--- config.mk ---
export PLATFORM = sky130hd
export DESIGN_NAME = seg_digit_scheduler
export DESIGN_NICKNAME = d
export VERILOG_FILES = /design/src/rtl/seg_digit_scheduler.sv
export SDC_FILE = /design/constraint.sdc
export NUM_CORES = 1
export LEC_CHECK = 0
export BUFFER_PORTS_ARGS = -buffer_cell sky130_fd_sc_hd__buf_4
export CAP_MARGIN = 15
export CORE_UTILIZATION = 35
export CTS_CLUSTER_SIZE = 14
export DETAILED_ROUTE_END_ITERATION = 8
export HOLD_SLACK_MARGIN = 0.08
export SKIP_CTS_REPAIR_TIMING = 1
export SLEW_MARGIN = 5
export SYNTH_ARGS = -nofsm -noshare
export SYNTH_HDL_FRONTEND = slang
export SYNTH_SLANG_ARGS = --single-unit
--- constraint.sdc ---
create_clock -name i_clk -period 4.7 [get_ports i_clk]
set_input_delay 0.47 -clock i_clk [delete_from_list [all_inputs] [get_ports i_clk]]
set_output_delay 0.47 -clock i_clk [all_outputs]
set_load 0.05 [all_outputs]
--- src/rtl/seg_digit_scheduler.sv ---
// seg_digit_scheduler: time-multiplexes one shared hex-to-seven-segment decoder across
// NDIG common-anode digits. The digit index advances every DWELL_CYCLES clocks. The
// decoder's pattern and the matching active-low anode enable are registered together.
//
// Optional feature: define SEG_BLANKING_EN to hold all anodes off for the first
// BLANK_CYCLES cycles of every dwell. Without it, BLANK_CYCLES is only range-checked.
module seg_digit_scheduler #(
    parameter int unsigned  NDIG         = 2,
    parameter int unsigned  DWELL_CYCLES = 96000,
    parameter int unsigned  BLANK_CYCLES = 16,
    localparam int unsigned IdxW         = (NDIG > 1) ? $clog2(NDIG) : 1
) (
    input  logic                i_clk,
    input  logic                i_reset,
    input  logic                i_en,
    input  logic [4*NDIG-1:0]   i_digits,
    output logic [3:0]          o_s_mux,
    input  logic [6:0]          i_seg_in,
    output logic [6:0]          o_seg,
    output logic [NDIG-1:0]     o_an,
    output logic [IdxW-1:0]     o_idx,
    output logic                o_tick
);

    localparam int unsigned   CntW   = $clog2(DWELL_CYCLES);
    localparam logic [IdxW-1:0] IdxMax = IdxW'(NDIG - 1);
    localparam logic [CntW-1:0] CntMax = CntW'(DWELL_CYCLES - 1);

    // Elaboration-time parameter sanity checks
    if (NDIG < 1 || NDIG > 8) begin : g_bad_ndig
        $error("seg_digit_scheduler: NDIG must be 1..8");
    end
    if (DWELL_CYCLES < 2) begin : g_bad_dwell
        $error("seg_digit_scheduler: DWELL_CYCLES must be >= 2");
    end
    if (BLANK_CYCLES >= DWELL_CYCLES) begin : g_bad_blank
        $error("seg_digit_scheduler: BLANK_CYCLES must be < DWELL_CYCLES");
    end

    logic [CntW-1:0] r_cnt;
    logic [IdxW-1:0] r_idx;
    logic [NDIG-1:0] r_an;
    logic [6:0]      r_seg;
    logic            r_tick;

    logic            w_last;
    logic            w_blank;
    logic [3:0]      w_s_mux;
    logic [NDIG-1:0] w_an_sel;

    assign w_last = (r_cnt == CntMax);

`ifdef SEG_BLANKING_EN
    // Dead time at the start of each dwell lets the previous digit's drivers turn off
    assign w_blank = (r_cnt < CntW'(BLANK_CYCLES));
`else
    assign w_blank = 1'b0;
`endif

    // Select the current digit's nibble and build its one-cold anode pattern
    always_comb begin
        w_s_mux  = 4'h0;
        w_an_sel = '1;
        for (int i = 0; i < int'(NDIG); i++) begin
            if (r_idx == IdxW'(i)) begin
                w_s_mux     = i_digits[4*i +: 4];
                w_an_sel[i] = 1'b0;
            end
        end
    end

    // Dwell counter and digit index; both freeze while disabled
    always_ff @(posedge i_clk) begin
        if (!i_reset) begin
            r_cnt <= '0;
            r_idx <= '0;
        end else if (i_en) begin
            if (w_last) begin
                r_cnt <= '0;
                r_idx <= (r_idx == IdxMax) ? '0 : r_idx + 1'b1;
            end else begin
                r_cnt <= r_cnt + 1'b1;
            end
        end
    end

    // Output register: segments and anodes move on the same edge to avoid ghosting
    always_ff @(posedge i_clk) begin
        if (!i_reset) begin
            r_seg  <= 7'b1111111;
            r_an   <= '1;
            r_tick <= 1'b0;
        end else begin
            r_seg  <= i_seg_in;
            r_an   <= (i_en && !w_blank) ? w_an_sel : '1;
            r_tick <= i_en && w_last;
        end
    end

    assign o_s_mux = w_s_mux;
    assign o_seg   = r_seg;
    assign o_an    = r_an;
    assign o_idx   = r_idx;
    assign o_tick  = r_tick;

endmodule

==> metrics.md, run 1 <==
| Metric | Value |
|---|---|
| Clock sink count | 28 |
| Number of global-route vias before repair | 892 |
| Fin area | 0.00147 mm2 |
| Crit path launch type | register |
| Crit path cell chain | ha_1 > or4b_1 > or4_1 > o21ai_4 > nor2_1 |
| RSZ-0062 raised after global routing | no |
| Met2 wire len | 1.09 mm |
| Synth area leader | dfxtp_1 |
| Sequential Area | 561 um2 |
| Worst R2R Setup Slack | around 2.4 ns |
| Grt ovf | 0 |
| Largest net degree at the start of global routing | 17 |
| Relative slew margins | a little over two thirds |
| Share of layout cells above drive strength 1 | a little over a quarter |
| Post-route DRC | 0 |
| Final worst-path cycle share | between 40% and 50% |
| Post-synth EDFFs | 0 |
| Synth top area share | 48.9% |
| WL per Instance | ~11 um |
| Maximum buffer depth of the clock tree | 2 |
| # setup viols final | 0 |
| CTS tree | done |
| FF-to-FF End | r_cnt[8] |
| Worst skew pair latency | about 0.33 ns |
| Total track usage | 14.0% |
| Reg2Reg Depth | 5 |
| Netlist area before placement | 0.00115 mm2 |
| Placement Cell Area | 0.00142 mm2 |
| Synth-to-Final Area Change | 27.9% |
| Diodes inserted | 0 |
| Met1 wire length | about 920 um |
| Fin. Hold Viols | 0 |
| First-pass GRT wire length | about 3.7 mm |
| RR Startpoint | r_cnt[0] |
| Worst-Margin Slew | 0.452 ns |
| Met3 wire len | 167 um |
| Worst Path Arrival | between 2 and 3 ns |
| Ys async rst share | 0% |
| Die Footprint | 0.00351 mm2 |
| CTS H-tree depth | 1 |
| Critical Path RT | 4.92 ns |
| DRT Pass-1 Iters | 4 |
| Most numerous cell in the Yosys netlist | dfxtp_1 |
| Clk_skew | approximately 0.0066 ns |
| Non-filler instance count after layout | 198 |
| VDD IR max | 0.000129 V |
| Syn avg cell area | 9.25 um2 |
| CP max FO | 15 |
| Most frequent cells after synthesis | dfxtp_1, nor2_1, nand2_1, nand4_1, xnor2_1 |
| Via density | 4.90 |
| Fin crit period | between 2 and 2.5 ns |
| Area of the multi-input gates | 548 um2 |
| Top Metal Used | met4 |
| Critical path capture point type | register |
| Initial antenna violation count | 0 |
| Achievable Freq | 431 MHz |
| Min-delay worst type | in2reg |
| Num CTS Buffers | 3 |
| Initial Util | 37.3% |
| Synth Flop Type | dfxtp_1 |
| Clk pin slew, worst setup/hold paths | 0.15 ns |
| Drt total wl | 2.19 mm |
| Leak Pwr | 0.539 nW |
| Drt first-iter violations | 17 |
| CTS root buf | clkbuf_4 |
| Seq/Total Area, Yosys | 48.9% |
| Placed cell count | 194 |
| Slew Viols, Final | 0 |
| Port bufs | 32 |
| Die width | a little under 60 um |
| Nets | 174 |
| FILL cells | between 300 and 400 |
| Post-detailed-placement half-perimeter wirelength | 1.61 mm |
| Setup CP Type | reg2reg |
| # Max-Cap Violations | 0 |
| Routability cong. | 0.758 |
| Setup_tns | 0 ns |
| Number of I/O pins | 33 |
| Syn Nets | 143 |
| Die H | just under 60 um |
| Row count | 20 |
| Status | complete, no violations |
| CP max stage cell | or4_1 |
| Core Footprint | between 0.003 and 0.004 mm2 |
| Max incr delay on CP | 0.61 ns |
| CP Capture Point | r_cnt[8] |
| Vias | 970 |
| Yosys cell types | 28 |
| DRT antenna net count | 0 |
| Area contributors post-synth | dfxtp_1, xnor2_1, nor2_1 |
| Setup crit start | r_cnt[0] |
| Power per cell area | 309 mW/mm2 |
| Synth Register Bits | 28 |
| Synthesis Warnings | 0 |
| Mapped Cells | 124 |
cell families (layout without fill, tap and decap cells):
group | after synthesis | in the layout | share of synthesized area (%)
mux | 4 | 4 | 3.93
fa+ha+maj | 1 | 1 | 1.09
buf+inv | 9 | 39 | 3.38
flops | 28 | 28 | 48.9
xor+xnor | 13 | 13 | 9.92
simple gates | 60 | 60 | 27.3
compound gates | 9 | 9 | 5.56
layer usage:
layer / vias to the layer above / GRT usage (%)
met4: 0 / 5.10
met1: 441 / 15.1
met2: 44 / 25.7
li1: 483 / -
met5: - / 0
met3: 2 / 4.15
placed cells by master, fill, tap and decap left out, types with 3 or more instances in the layout:
master / count
nand3_1: 3
dfxtp_1: 28
buf_4: 32
inv_1: 3
nor2_1: 17
nor3_1: 3
xnor2_1: 9
o21ai_0: 3
nor4_1: 3
xor2_1: 4
nand2_1: 9
clkbuf_4: 3
mux2_2: 4
nand2b_1: 7
nand4_1: 9
worst min path at each step:
stage               cells past startpoint         from  slack, ns        end
floorplan                               2    r_cnt[15]       0.46  r_cnt[15]
global placement                        2     r_cnt[1]       0.49   r_cnt[1]
detailed placement                      2     r_cnt[1]       0.50   r_cnt[1]
CTS                                     2  i_seg_in[5]       0.30   o_seg[5]
global route                            2  i_seg_in[2]       0.29   o_seg[2]
finish                                  2  i_seg_in[0]       0.31   o_seg[0]
report_power, final:
group	internal (W)	leakage [nW]	switching, W
logic	0.0000213	0.283	0.0000308
registers	0.000242	0.228	0.00000210
clock network	0.0000862	0.0279	0.0000712
total	0.000350	0.539	0.000104
critical path: cells and delay by family (launching register included):
family | cells | cell delay (ns)
compound gates | 1 | 0.41
fa+ha+maj | 1 | 0.24
flops | 1 | 0.41
simple gates | 3 | 1.15
per-stage QoR:
step                      setup WS (ns)  power, W  util, %  hold slack (ns)
after floorplan                    2.63  0.000281        -            0.465
after global routing               2.24  0.000472     47.7            0.287
after CTS                          2.39  0.000459     47.7            0.300
after detailed placement           2.41  0.000302     46.0            0.497
after global placement             2.49  0.000301     46.0            0.490
final                              2.38  0.000454     47.7            0.309
area by class of cell:
class	count	share of cell area [%]
Inverter	3	0.767
Clock buffer	3	1.53
Sequential cell	28	38.2
Clock inverter	1	2.05
Multi-Input combinational cell	87	37.3
Timing Repair Buffer	32	16.4
Tap cell	44	3.75
registers in the layout, indices dropped and copies added (netlist names):
| name | count |
|---|---|
| r_cnt | 17 |
| o_seg | 7 |
| o_an | 2 |
| o_idx | 1 |
| o_tick | 1 |
Note: power is estimated with default switching activity, not from simulation.
==> run 2: changes to the inputs <==
Clock period 4.7 ns to 2.27 ns, I/O delays scaled along.
==> run 2 against run 1 <==
Effect of this change:
- clock power up 110%
- register-to-register slack worse by 2.3 ns
- flip-flop and latch count unchanged
- critical path depth unchanged
- first-iteration DRC count up 53%
- fmax up 7.4%
- power up 110%
- largest power group unchanged
==> metrics.md, run 2 (synthesis results as in run 1) <==
| Metric | Value |
|---|---|
| Status | complete, no violations |
| Clock sink count | 28 |
| Initial antenna violation count | 0 |
| RSZ-0062 raised after global routing | no |
| Reg power frac | between 50 and 60% |
| FF-to-FF End | o_idx |
| CTS root buf | clkbuf_4 |
| Largest Register | r_cnt |
| FILL cells | just under 300 |
| Number of I/O pins | 33 |
| Maximum buffer depth of the clock tree | 2 |
| Diodes inserted | 0 |
| Vias | 993 |
| Leak Pwr | 0.588 nW |
| Power per cell area | 606 mW/mm2 |
| Switch share | 22.9% |
| Largest net degree at the start of global routing | 17 |
| Met3 Usage GRT | 5.24% |
| Crit path launch type | register |
| VDD IR max | approximately 0.00038 V |
| CTS tree | done |
| CTS H-tree depth | 1 |
| Critical path capture point type | register |
| Total track usage | 15.4% |
| Die H | between 50 and 60 um |
| Core Footprint | 0.00308 mm2 |
| RR Startpoint | r_cnt[0] |
| Slew Viols, Final | 0 |
| Max incr delay on CP | 0.55 ns |
| Via density | between 4 and 5 |
| Busiest grt layer | met2 |
| Pint | 0.000736 W |
| Most frequent cells in the layout | buf_4, dfxtp_1, nor2_1 |
| Clk pin slew, worst setup/hold paths | 0.15 ns |
| Worst-Margin Slew | 0.534 ns |
| GRT met1 Usage | 17.5% |
| Clk_skew | 0.00295 ns |
| Comb pwr share | ~13% |
| DRT Pass-1 Iters | 6 |
| # Max-Cap Violations | 0 |
| Most common cell after layout, fill and taps aside | buf_4 |
| Global routing usage on met2 | 28.1% |
| Placement Cell Area | ~0.0015 mm2 |
| Fin. Hold Viols | 0 |
| Max reg flops | 17 |
| Critical Path RT | 2.55 ns |
| Worst skew pair latency | between 0.3 and 0.4 ns |
| Setup_tns | 0 ns |
| Delay-heaviest family, CP | simple AND/OR/NAND/NOR gates |
| Grt ovf | 0 |
| Achievable Freq | ~460 MHz |
| Relative slew margins | approximately 64% |
| Die width | 59.3 um |
| Synth-to-Final Area Change | 37.4% |
| Share of layout cells above drive strength 1 | between 20 and 30% |
| Post-route DRC | 0 |
| Post-detailed-placement half-perimeter wirelength | 1.77 mm |
| DRT antenna net count | 0 |
| Fin area | 0.00158 mm2 |
| Crit path cell chain | ha_1 > or4b_1 > or4_4 > or3_1 > a21boi_1 |
| Worst Path Arrival | 2.43 ns |
| Setup CP Type | reg2reg |
| Port bufs | 32 |
| Num CTS Buffers | 3 |
| Hold_ws | 0.143 ns |
| Row count | 20 |
| Sw power | 0.000219 W |
| WP buf/inv | 0 |
| Min-delay worst type | in2reg |
| Initial Util | between 30% and 40% |
| CP max stage cell | or4_4 |
| Critical path depth | 5 |
| WL per Instance | approximately 12 um |
| Fin crit period | 2.16 ns |
| Worst R2R Setup Slack | 0.11 ns |
| Number of global-route vias before repair | 923 |
| # setup viols final | 0 |
| Final worst-path cycle share | 95.1% |
| Setup crit start | r_cnt[0] |
| Drt total wl | 2.45 mm |
| Routability cong. | 0.746 |
| Drt first-iter violations | 26 |
| CP max FO | 6 |
| Reg2Reg Depth | 5 |
| Nets | 184 |
| Clk pwr share | 34.1% |
| CP Capture Point | o_idx |
| First-pass GRT wire length | 4.04 mm |
| Die Footprint | 0.00351 mm2 |
| Non-filler instance count after layout | between 200 and 250 |
| Placed cell count | 197 |
run 2: cell count changes in the layout (fill, tap and decap cells not counted):
cell,previous run,this run
dlygate4sd3_1,0,7
buf_4,32,34
buf_12,0,1
or4_1,2,1
or4_4,0,1
run 2: worst min-delay path by stage:
stage | start | endpoint | slack [ns] | cells past startpoint
2_1_floorplan | i_reset | o_seg[1] | 0.30 | 1
3_3_place_gp | i_seg_in[2] | o_seg[2] | 0.41 | 2
3_5_place_dp | i_seg_in[0] | o_seg[0] | 0.41 | 2
4_1_cts | i_seg_in[0] | o_seg[0] | 0.05 | 2
5_1_grt | i_en | o_an[1] | 0.12 | 2
6_report | i_en | o_an[1] | 0.14 | 2
run 2: area by class of cell:
type                    count  area [um2]  area share (%)
clock buffers               3        22.5            1.43
multi-input cells          87         552            35.0
repair buffers             42         345            21.9
flip-flops and latches     28         561            35.6
inverters                   3        11.3           0.714
well taps                  44        55.1            3.49
clock inverters             1        30.0            1.90
run 2: per-stage QoR:
stage               power [W]  utilization [%]  setup WS, ns
finish               0.000955             51.2         0.111
global route          0.00100             51.2       0.00957
CTS                  0.000955             48.8        0.0317
global placement     0.000628             47.1         0.127
detailed placement   0.000631             47.1        0.0591
floorplan            0.000582                -         0.201
run 2: worst register-to-register path, cell delays in order (launching register included):
cell      delay, ns
dfxtp_1        0.41
ha_1           0.24
or4b_1         0.45
or4_4          0.55
or3_1          0.32
a21boi_1       0.14
run 2: routing by layer:
metal,vias to the layer above,routed length [um]
met5,-,0
met4,0,6
met3,2,120
met2,30,1290
met1,462,1020
li1,499,-
run 2: power by group through the flow:
stage	registers, W	clock network (W)	logic [W]
2_1_floorplan	0.000543	0	0.0000386
3_3_place_gp	0.000517	0	0.000111
3_5_place_dp	0.000517	0	0.000114
4_1_cts	0.000507	0.000335	0.000114
5_1_grt	0.000508	0.000362	0.000131
6_report	0.000506	0.000326	0.000123
